==> src/rtl/arb_pkg.sv <==
// Shared definitions for arbiter clients: one-hot FSM states and default widths.
package arb_pkg;

  localparam int unsigned DEF_LEN_W    = 8;
  localparam int unsigned DEF_WAIT_W   = 8;
  localparam int unsigned DEF_MAX_WAIT = 32;
  localparam int unsigned DEF_RETRIES  = 3;

  typedef enum logic [3:0] {
    IDLE    = 4'b0001,
    REQ     = 4'b0010,
    XFER    = 4'b0100,
    RELEASE = 4'b1000
  } state_e;

endpackage

==> src/rtl/arb_requester_if.sv <==
// Command and arbiter handshake bundle of an arbiter client.
interface arb_requester_if
  import arb_pkg::*;
#(
  parameter int unsigned LEN_W = DEF_LEN_W
);

  logic             start;
  logic [LEN_W-1:0] len;
  logic             gnt;
  logic             req;
  logic             busy;
  logic             beat;
  logic             done;
  logic             timeout;
  logic             lost;

  // master: the requester agent; slave: the command source and arbiter side
  modport master (
    input  start, len, gnt,
    output req, busy, beat, done, timeout, lost
  );

  modport slave (
    output start, len, gnt,
    input  req, busy, beat, done, timeout, lost
  );

endinterface

==> src/rtl/arb_wait_timer.sv <==
// Grant-wait counter: clear has priority over enable; expire flags MAX_WAIT-1.
module arb_wait_timer
  import arb_pkg::*;
#(
  parameter int unsigned WAIT_W   = DEF_WAIT_W,
  parameter int unsigned MAX_WAIT = DEF_MAX_WAIT
) (
  input  logic clock,
  input  logic reset,
  input  logic clear,
  input  logic enable,
  output logic expire
);

  if (MAX_WAIT < 1 || MAX_WAIT >= (1 << WAIT_W)) begin : g_max_wait_range
    $error("MAX_WAIT must lie in 1..2**WAIT_W-1");
  end

  logic [WAIT_W-1:0] cnt_q;

  always_ff @(posedge clock) begin
    // NOTE: sequential state is written with non-blocking assignments only.
    if (reset || clear) begin
      cnt_q <= '0;
    end else if (enable) begin
      cnt_q <= cnt_q + WAIT_W'(1);
    end
  end

  assign expire = (cnt_q == WAIT_W'(MAX_WAIT - 1));

endmodule

==> src/rtl/arb_requester.sv <==
// Arbiter client agent: requests, counts granted beats, releases on completion.
// Optional ARB_REQ_RETRY_EN re-requests after a grant-wait timeout.
module arb_requester
  import arb_pkg::*;
#(
  parameter int unsigned LEN_W    = DEF_LEN_W,
  parameter int unsigned WAIT_W   = DEF_WAIT_W,
  parameter int unsigned MAX_WAIT = DEF_MAX_WAIT,
  parameter int unsigned RETRIES  = DEF_RETRIES
) (
  input  logic            clock,
  input  logic            reset,
  arb_requester_if.master bus
);

  if (RETRIES > 16'hffff) begin : g_retries_range
    $error("RETRIES must fit in 16 bits");
  end

  state_e           state_q, state_d;
  logic [LEN_W-1:0] rem_q, rem_d;
  logic             req_q, req_d;
  logic             busy_q, busy_d;
  logic             beat_q, beat_d;
  logic             done_q, done_d;
  logic             timeout_q, timeout_d;
  logic             lost_q, lost_d;
  logic             timer_clear, timer_en, expire;

`ifdef ARB_REQ_RETRY_EN
  localparam int unsigned RETRY_W = (RETRIES < 1) ? 1 : $clog2(RETRIES + 1);
  logic [RETRY_W-1:0] retry_cnt_q, retry_cnt_d;
  logic               retry_pend_q, retry_pend_d;
`endif

  arb_wait_timer #(
    .WAIT_W   (WAIT_W),
    .MAX_WAIT (MAX_WAIT)
  ) u_wait_timer (
    .clock  (clock),
    .reset  (reset),
    .clear  (timer_clear),
    .enable (timer_en),
    .expire (expire)
  );

  always_comb begin
    // NOTE: every signal written here gets a default first, so no path infers a latch.
    state_d     = state_q;
    rem_d       = rem_q;
    req_d       = req_q;
    busy_d      = busy_q;
    beat_d      = 1'b0;
    done_d      = 1'b0;
    timeout_d   = 1'b0;
    lost_d      = 1'b0;
    timer_clear = 1'b0;
    timer_en    = 1'b0;
`ifdef ARB_REQ_RETRY_EN
    retry_cnt_d  = retry_cnt_q;
    retry_pend_d = retry_pend_q;
`endif

    case (state_q)
      IDLE: begin
        timer_clear = 1'b1;
`ifdef ARB_REQ_RETRY_EN
        retry_cnt_d  = '0;
        retry_pend_d = 1'b0;
`endif
        if (bus.start && bus.len != '0) begin
          rem_d   = bus.len;
          req_d   = 1'b1;
          busy_d  = 1'b1;
          state_d = REQ;
        end
      end

      REQ, XFER: begin
        if (bus.gnt) begin
          beat_d = 1'b1;
          rem_d  = rem_q - LEN_W'(1);
          if (rem_q == LEN_W'(1)) begin
            req_d   = 1'b0;
            done_d  = 1'b1;
            state_d = RELEASE;
          end else begin
            state_d = XFER;
          end
        end else if (state_q == XFER) begin
          // Grant withdrawn mid-burst: the remaining beats are abandoned.
          req_d   = 1'b0;
          lost_d  = 1'b1;
          state_d = RELEASE;
        end else if (expire) begin
          req_d   = 1'b0;
          state_d = RELEASE;
`ifdef ARB_REQ_RETRY_EN
          if (retry_cnt_q != RETRY_W'(RETRIES)) begin
            retry_cnt_d  = retry_cnt_q + RETRY_W'(1);
            retry_pend_d = 1'b1;
          end else begin
            timeout_d = 1'b1;
          end
`else
          timeout_d = 1'b1;
`endif
        end else begin
          timer_en = 1'b1;
        end
      end

      RELEASE: begin
        // Wait out the arbiter's grant tail; those grants are not beats.
        if (!bus.gnt) begin
`ifdef ARB_REQ_RETRY_EN
          if (retry_pend_q) begin
            retry_pend_d = 1'b0;
            timer_clear  = 1'b1;
            req_d        = 1'b1;
            state_d      = REQ;
          end else begin
            busy_d  = 1'b0;
            state_d = IDLE;
          end
`else
          busy_d  = 1'b0;
          state_d = IDLE;
`endif
        end
      end

      default: begin
        req_d   = 1'b0;
        busy_d  = 1'b0;
        state_d = IDLE;
      end
    endcase
  end

  always_ff @(posedge clock) begin
    if (reset) begin
      state_q   <= IDLE;
      rem_q     <= '0;
      req_q     <= 1'b0;
      busy_q    <= 1'b0;
      beat_q    <= 1'b0;
      done_q    <= 1'b0;
      timeout_q <= 1'b0;
      lost_q    <= 1'b0;
    end else begin
      state_q   <= state_d;
      rem_q     <= rem_d;
      req_q     <= req_d;
      busy_q    <= busy_d;
      beat_q    <= beat_d;
      done_q    <= done_d;
      timeout_q <= timeout_d;
      lost_q    <= lost_d;
    end
  end

`ifdef ARB_REQ_RETRY_EN
  always_ff @(posedge clock) begin
    if (reset) begin
      retry_cnt_q  <= '0;
      retry_pend_q <= 1'b0;
    end else begin
      retry_cnt_q  <= retry_cnt_d;
      retry_pend_q <= retry_pend_d;
    end
  end
`endif

  assign bus.req     = req_q;
  assign bus.busy    = busy_q;
  assign bus.beat    = beat_q;
  assign bus.done    = done_q;
  assign bus.timeout = timeout_q;
  assign bus.lost    = lost_q;

endmodule

==> src/flat_wrapper.sv <==
// flat-port wrapper written by rule: the top's interface ports become plain ports
module arb_requester_flat import arb_pkg::*;
#(
  parameter int unsigned LEN_W    = DEF_LEN_W,
  parameter int unsigned WAIT_W   = DEF_WAIT_W,
  parameter int unsigned MAX_WAIT = DEF_MAX_WAIT,
  parameter int unsigned RETRIES  = DEF_RETRIES
)
  (clock, reset, bus_start, bus_len, bus_gnt, bus_req, bus_busy, bus_beat, bus_done, bus_timeout, bus_lost);
  arb_requester_if #(.LEN_W(LEN_W)) bus_i ();
  input  logic clock;
  input  logic reset;
  input wire logic [$bits(bus_i.start)-1:0] bus_start;
  input wire logic [$bits(bus_i.len)-1:0] bus_len;
  input wire logic [$bits(bus_i.gnt)-1:0] bus_gnt;
  output wire logic [$bits(bus_i.req)-1:0] bus_req;
  output wire logic [$bits(bus_i.busy)-1:0] bus_busy;
  output wire logic [$bits(bus_i.beat)-1:0] bus_beat;
  output wire logic [$bits(bus_i.done)-1:0] bus_done;
  output wire logic [$bits(bus_i.timeout)-1:0] bus_timeout;
  output wire logic [$bits(bus_i.lost)-1:0] bus_lost;
  assign bus_i.start = bus_start;
  assign bus_i.len = bus_len;
  assign bus_i.gnt = bus_gnt;
  assign bus_req = bus_i.req;
  assign bus_busy = bus_i.busy;
  assign bus_beat = bus_i.beat;
  assign bus_done = bus_i.done;
  assign bus_timeout = bus_i.timeout;
  assign bus_lost = bus_i.lost;
  arb_requester #(.LEN_W(LEN_W), .WAIT_W(WAIT_W), .MAX_WAIT(MAX_WAIT), .RETRIES(RETRIES)) u_core (.clock(clock), .reset(reset), .bus(bus_i));
endmodule
==> config.mk <==
export PLATFORM = sky130hd
export DESIGN_NAME = arb_requester_flat
export DESIGN_NICKNAME = d
export VERILOG_FILES = /design/src/rtl/arb_pkg.sv /design/src/rtl/arb_requester_if.sv /design/src/rtl/arb_wait_timer.sv /design/src/rtl/arb_requester.sv /design/src/flat_wrapper.sv
export SDC_FILE = /design/constraint.sdc
export NUM_CORES = 1
export LEC_CHECK = 0
export BUFFER_PORTS_ARGS = -buffer_cell sky130_fd_sc_hd__buf_4
export CAP_MARGIN = 40
export CORE_MARGIN = 8
export CORE_UTILIZATION = 40
export CTS_CLUSTER_DIAMETER = 60
export DETAILED_ROUTE_END_ITERATION = 7
export GPL_TIMING_DRIVEN = 0
export PLACE_DENSITY = 0.66
export SLEW_MARGIN = 10
export SYNTH_ARGS = -nofsm -noshare
export SYNTH_HDL_FRONTEND = slang
export SYNTH_SLANG_ARGS = --single-unit
export TNS_END_PERCENT = 50
==> constraint.sdc <==
create_clock -name clock -period 1.71 [get_ports clock]
set_input_delay 0.342 -clock clock [delete_from_list [all_inputs] [get_ports clock]]
set_output_delay 0.342 -clock clock [all_outputs]
set_load 0.03 [all_outputs]
# Word-level counts from Yosys, hierarchy flattened
# Cells that the tools add are included.
[word_totals] register_bits=26 word_cells=65
[classes] add_sub_neg=2 eq_ne=11 muxes=27 bitwise_logic=3 n_reduce_logical=13
[op_table] operator="$mux 4" count=6
[op_table] operator="$mux 8" count=2
[op_table] operator="$pmux 8 s2" count=1
[op_table] operator="$mux 1" count=15
[op_table] operator="$pmux 4 s3" count=1
[op_table] operator="$reduce_and 3->1" count=3
[op_table] operator="$add 8x1->8 const B" count=1
[op_table] operator="$eq 8x1->1 const B" count=1
[op_table] operator="$eq 8x5->1 const B" count=1
[op_table] operator="$reduce_bool 8->1" count=1
[op_table] operator="$sub 8x1->8 const B" count=1
[op_table] operator="$pmux 1 s3" count=2
[op_table] operator="$reduce_or 3->1" count=2
[op_table] operator="$eq 4x1->1 const B" count=1
[op_table] operator="$eq 4x2->1 const B" count=1
[op_table] operator="$eq 4x3->1 const B" count=1
[op_table] operator="$eq 4x4->1 const B" count=1
[op_table] operator="$ne 2x2->1 const B" count=2
[op_table] operator="$ne 4x2->1 const B" count=1
[op_table] operator="$reduce_and 4->1" count=1
[op_table] operator="$reduce_or 2->1" count=2
[op_table] operator="$reduce_or 4->1" count=1
[op_table] operator="$ne 3x2->1 const B" count=1
[op_table] operator="$not 1->1" count=3
[op_table] operator="4 further kinds" count=4

# Longest topological paths before layout
[logic_depth] word_depth=5 mapped_depth=6

# Hierarchy
# From an unflattened synthesis, not the netlist that was laid out.
[hier_totals] cells_unflattened=160 hier_area_um2=1428.9
[by_module_without_submodules] module="arb_requester" n_inst=1 cells_each=120 area_each_um2=1067.3 seq_area_each_um2=360.3
[by_module_without_submodules] module="arb_wait_timer" n_inst=1 cells_each=40 area_each_um2=361.6 seq_area_each_um2=160.2

# Worst setup path before layout
# No wires, ideal clock.
[synth_path] path_kind="register -> register" start="register u_core.u_wait_timer.cnt_q[0]" end="register u_core.u_wait_timer.cnt_q[1]" arrival_ns=1.602 path_slack_ns=-0.011 stages_incl_launch_ff=6 path_buffers=0 path_cell_list="dfxtp_1 ha_1 or4b_4 o211ai_4 mux2i_1 nor2_2"
[synth_between] elab_chain_len=5
[synth_lines] element="start, declared" line="arb_wait_timer.sv:19" text="logic [WAIT_W-1:0] cnt_q;"
[synth_lines] element="start signal, assigned" line="arb_wait_timer.sv:26" text="cnt_q <= cnt_q + WAIT_W'(1);"
[synth_lines] element="$eq 8x5->1" line="arb_wait_timer.sv:30" text="assign expire = (cnt_q == WAIT_W'(MAX_WAIT - 1));"
[synth_lines] element="$mux 1" line="arb_requester.sv:95" text="end else if (expire) begin"
[synth_lines] element="$mux 1" line="arb_requester.sv:90" text="end else if (state_q == XFER) begin"
[synth_lines] element="$mux 1" line="arb_requester.sv:80" text="if (bus.gnt) begin"
[synth_lines] element="$mux 1" line="arb_requester.sv:64" text="case (state_q)"
# Parallel ways exist; a longest one is shown, timed or not.
# A chain may end at the register's enable or synchronous reset.

# Worst setup path in the final report
[layout_path] start="register u_core.u_wait_timer.cnt_q[1]" end="register u_core.u_wait_timer.cnt_q[1]"
# The elaborated chain is that of the path after synthesis.

==> report_table.html <==
<table>
<tr><th>Metric</th><th>Value</th></tr>
<tr><th colspan="2">Yosys</th></tr>
<tr><td>Gate count after technology mapping</td><td>158</td></tr>
<tr><td>Top flip-flop cell by instance count after synthesis</td><td>sky130_fd_sc_hd__dfxtp_1</td></tr>
<tr><td>Post-synthesis instance area</td><td>1510 µm²</td></tr>
<tr><td>Register area share after synthesis</td><td>34.6%</td></tr>
<tr><td>Async S/R FF share, synth</td><td>0%</td></tr>
<tr><td>Area contributors post-synth</td><td>sky130_fd_sc_hd__dfxtp_1 (35%), sky130_fd_sc_hd__nand2_1 (4.2%), sky130_fd_sc_hd__o32ai_1 (3.5%)</td></tr>
<tr><td>Count of state elements after synthesis</td><td>26</td></tr>
<tr><td>Number of nets produced by synthesis</td><td>173</td></tr>
<tr><td>Most area-hungry cell type in the Yosys netlist</td><td>sky130_fd_sc_hd__dfxtp_1</td></tr>
<tr><td>Post-Syn Area per Cell</td><td>9.53 µm²</td></tr>
<tr><td>Number of warning messages in the yosys log</td><td>0</td></tr>
<tr><td>Number of synthesized flops with an enable pin</td><td>0</td></tr>
<tr><td>Count of distinct cell types in the synthesized netlist</td><td>56</td></tr>
<tr><td>Top cell type's share of synthesized area</td><td>34.6%</td></tr>
<tr><th colspan="2">Worst setup path</th></tr>
<tr><td>Critical Path End Type</td><td>flip-flop</td></tr>
<tr><td>Start point of the critical path</td><td>u_core.u_wait_timer.cnt_q[1]</td></tr>
<tr><td>Startpoint of the worst-slack reg-to-reg timing path</td><td>u_core.u_wait_timer.cnt_q[1]</td></tr>
<tr><td>Depth of the worst register-to-register path</td><td>5</td></tr>
<tr><td>Peak fanout along the critical path</td><td>6</td></tr>
<tr><td>Start-to-end type of the worst setup path</td><td>flip-flop to flip-flop</td></tr>
<tr><td>Kind of start point of the critical path</td><td>flip-flop</td></tr>
<tr><td>Arrival @ worst endpoint</td><td>1.86 ns</td></tr>
<tr><td>Required time worst endpoint</td><td>1.87 ns</td></tr>
<tr><th colspan="2">Layout</th></tr>
<tr><td>Commonest non-fill, non-tap cells in the layout</td><td>sky130_fd_sc_hd__buf_4 (25), sky130_fd_sc_hd__dfxtp_1 (23), sky130_fd_sc_hd__nand2_1 (16)</td></tr>
<tr><td>Commonest non-fill, non-tap cell in the layout</td><td>sky130_fd_sc_hd__buf_4</td></tr>
<tr><td>Total area of sequential cells</td><td>524 µm²</td></tr>
<tr><td>Number of fillers in the final layout</td><td>357</td></tr>
<tr><td>Utilization after layout</td><td>51.3%</td></tr>
<tr><td>Non-filler cells in the finished layout</td><td>234</td></tr>
<tr><td>Regs by FF count</td><td>u_core.rem_q: 8 flops, u_core.u_wait_timer.cnt_q: 8 flops, u_core.state_q: 4 flops</td></tr>
<tr><td>Area taken by multi-input logic gates</td><td>990 µm²</td></tr>
<tr><td>Area of all placed cells without fillers</td><td>1870 µm²</td></tr>
<tr><td>Number of diodes added for antenna fixing</td><td>0</td></tr>
<tr><td>Layout cell share with drive strength beyond 1</td><td>34.9%</td></tr>
<tr><td>Area added between synthesis and finish</td><td>23.8%</td></tr>
<tr><td>Fin nets</td><td>202</td></tr>
<tr><th colspan="2">Die</th></tr>
<tr><td>Initial standard-cell utilization of the core</td><td>41.5%</td></tr>
<tr><td>Core Box Area</td><td>3630 µm²</td></tr>
<tr><td>Die Outline Area</td><td>5990 µm²</td></tr>
<tr><td>Die width</td><td>77.4 µm</td></tr>
<tr><td>Die Y</td><td>77.4 µm</td></tr>
<tr><td>Number of placement rows</td><td>22</td></tr>
<tr><td>I/O pin cnt</td><td>18</td></tr>
<tr><th colspan="2">STA</th></tr>
<tr><td>Post-route clock skew</td><td>0.00282 ns</td></tr>
<tr><td>Final hold slack</td><td>0.325 ns</td></tr>
<tr><td>Fmax</td><td>589 MHz</td></tr>
<tr><td>Unrepaired setup endpoints after global routing</td><td>yes</td></tr>
<tr><td>Relative max-transition margin</td><td>63.4%</td></tr>
<tr><td>Pins over their slew limit</td><td>0</td></tr>
<tr><td># setup viols final</td><td>0</td></tr>
<tr><td>Worst slew pin tran</td><td>0.544 ns</td></tr>
<tr><td>Fin crit share</td><td>99.3%</td></tr>
<tr><td>Post-layout minimum cycle time</td><td>1.70 ns</td></tr>
<tr><td>Final hold violation count</td><td>0</td></tr>
<tr><th colspan="2">Placement</th></tr>
<tr><td>Final GP Congestion</td><td>0.885</td></tr>
<tr><td>Post-Place Cell Area</td><td>1690 µm²</td></tr>
<tr><td>Placed Cells incl. Taps</td><td>223</td></tr>
<tr><td>Estimated wirelength of the detail-placed design</td><td>2.78 mm</td></tr>
<tr><td>Quantity of I/O buffers inserted on ports</td><td>17</td></tr>
<tr><th colspan="2">Outcome</th></tr>
<tr><td>Run status</td><td>finished, final reports clean</td></tr>
<tr><th colspan="2">Detailed routing</th></tr>
<tr><td>Vias/cell</td><td>5.75</td></tr>
<tr><td>Vias</td><td>1346</td></tr>
<tr><td>Final antenna-violating net count</td><td>0</td></tr>
<tr><td>Wirelength per Cell</td><td>16.3 µm</td></tr>
<tr><td>Wire length after detailed routing</td><td>3.81 mm</td></tr>
<tr><td>Count of unresolved DRC violations after routing</td><td>0</td></tr>
<tr><td>Drt pass-1 iters</td><td>4</td></tr>
<tr><td>Initial detailed-routing violation count</td><td>77</td></tr>
<tr><th colspan="2">Power</th></tr>
<tr><td>Total power per unit cell area</td><td>794 nW/µm²</td></tr>
<tr><td>Static power due to leakage</td><td>0.673 nW</td></tr>
<tr><td>Total power</td><td>0.00148 W</td></tr>
<tr><td>Share of power burned in the clock network</td><td>27.3%</td></tr>
<tr><td>Proportion of power drawn by combinational gates</td><td>27.6%</td></tr>
<tr><td>Seq pwr share</td><td>45.2%</td></tr>
<tr><td>Switching share of power</td><td>30.5%</td></tr>
<tr><td>Switching power of the nets</td><td>0.000452 W</td></tr>
<tr><td>Worst IR Drop VDD</td><td>0.000371 V</td></tr>
<tr><td>Internal power summed over all cells</td><td>0.00103 W</td></tr>
<tr><th colspan="2">Global route</th></tr>
<tr><td>Maximum number of pins on one net before global-route repair</td><td>15</td></tr>
<tr><td>Combined global-route utilization of all metal layers</td><td>12.8%</td></tr>
<tr><td>Total global routing overflow</td><td>0</td></tr>
<tr><td>Vias in the first global route</td><td>1383</td></tr>
<tr><td>Global-route wire length before repair</td><td>6.39 mm</td></tr>
<tr><td>Number of antenna violations at the first check in global routing</td><td>0</td></tr>
<tr><th colspan="2">Clock tree</th></tr>
<tr><td>Bufs on Longest Clock Path</td><td>2</td></tr>
<tr><td>Clock tree from TritonCTS</td><td>done</td></tr>
<tr><td>Number of buffers created by CTS</td><td>3</td></tr>
<tr><td>Clock H-tree levels</td><td>1</td></tr>
<tr><td>CTS Root Buffer Type</td><td>sky130_fd_sc_hd__clkbuf_8</td></tr>
<tr><td>Clock-pin transition on the worst setup and hold timing paths</td><td>0.09 ns</td></tr>
<tr><td>Number of clock sinks</td><td>26</td></tr>
<tr><td>Source-to-sink clock delay at the later pin of the worst-skew pair</td><td>0.27 ns</td></tr>
<tr><th colspan="2">Run</th></tr>
<tr><td>Reported max-cap violation count</td><td>0</td></tr>
<tr><th colspan="2">Worst hold path</th></tr>
<tr><td>Worst min-delay path category</td><td>input pin to flip-flop</td></tr>
<tr><td>Worst hold path depth</td><td>2</td></tr>
<tr><td>Hold path startpoint</td><td>reset</td></tr>
</table>
layout make-up:
class                      count  area share (%)
multi-input combinational    121            53.1
sequential                    26            28.1
timing repair buffer          24            9.66
tap                           48            3.22
clock buffer                   4            2.95
buffer                         7            2.21
inverter                       4           0.805
path summary, 6_finish.rpt:
kind	to	slack (ns)
min reg2reg	u_core.rem_q[6]	0.47
min	u_core.rem_q[2]	0.32
max reg2reg	u_core.u_wait_timer.cnt_q[1]	0.01
max	u_core.u_wait_timer.cnt_q[1]	0.01
per-stage QoR:
stage	setup slack [ns]	setup TNS (ns)
3_5_place_dp	-0.184	-1.16
6_report	0.0125	0
2_1_floorplan	0.0134	0
4_1_cts	-0.0155	-0.0155
5_1_grt	-0.0153	-0.0153
3_3_place_gp	-0.138	-0.854
cell usage after synthesis, drive strengths merged, types with 2 or more instances:
| cell | number |
|---|---|
| or3 | 3 |
| or4b | 2 |
| nor4b | 3 |
| o211ai | 3 |
| nor4 | 6 |
| mux2i | 5 |
| nor2 | 12 |
| and2b | 2 |
| nand2 | 17 |
| nand2b | 2 |
| and3 | 3 |
| o21ai | 4 |
| xnor2 | 3 |
| xor2 | 3 |
| a21oi | 6 |
| inv | 4 |
| dfxtp | 26 |
| a211oi | 2 |
| a2bb2oi | 3 |
| ha | 3 |
| o31a | 2 |
| nand3 | 6 |
| o32ai | 6 |
| nor3 | 6 |
| clkbuf | 2 |
| or4 | 3 |
| buf | 5 |
| a22oi | 3 |
worst max-delay path, cell delays in order (launching register included):
cell and delay [ns]:
sky130_fd_sc_hd__dfxtp_2 0.36, sky130_fd_sc_hd__ha_4 0.13, sky130_fd_sc_hd__or4b_4 0.49, sky130_fd_sc_hd__o211ai_4 0.27
sky130_fd_sc_hd__mux2i_1 0.28, sky130_fd_sc_hd__nor2_2 0.05
logic make-up after synthesis:
| kind of cell | count (synthesis) | share of synthesized area, % |
|---|---|---|
| AO/OA/AOI/OAI | 37 | 21.8 |
| XOR/XNOR | 6 | 3.49 |
| adder cells (fa/ha/maj) | 3 | 2.49 |
| buffers and inverters | 11 | 3.74 |
| flip-flops | 26 | 34.6 |
| multiplexers | 5 | 3.32 |
| AND/OR/NAND/NOR | 70 | 30.6 |
power groups by stage:
stage	sequential [W]	combinational [W]	clock (W)
CTS	0.000664	0.000385	0.000418
floorplan	0.000686	0.000266	0
global route	0.000672	0.000441	0.000448
finish	0.000669	0.000408	0.000404
global placement	0.000676	0.000374	0
detailed placement	0.000678	0.000378	0
layer usage:
metal	part of all wire (%)	GRT usage [%]	vias up	wire, µm
li1	-	-	657	-
met1	46	14.8	659	1740
met2	50	22.7	24	1890
met3	3.4	2.42	6	129
met4	1.3	5.28	0	50
met5	0	0	-	0
repair_timing:
| action | CTS | global route |
|---|---|---|
| pin swaps | 2 | 4 |
| hold buffers | 0 | 0 |
| gates resized for setup | 6 | 9 |
| endpoints found under the setup margin | 8 | 11 |
| setup buffers | 6 | 1 |
| endpoints found under the hold margin | 0 | 0 |
No activity file was read; power rests on OpenSTA's default activity.
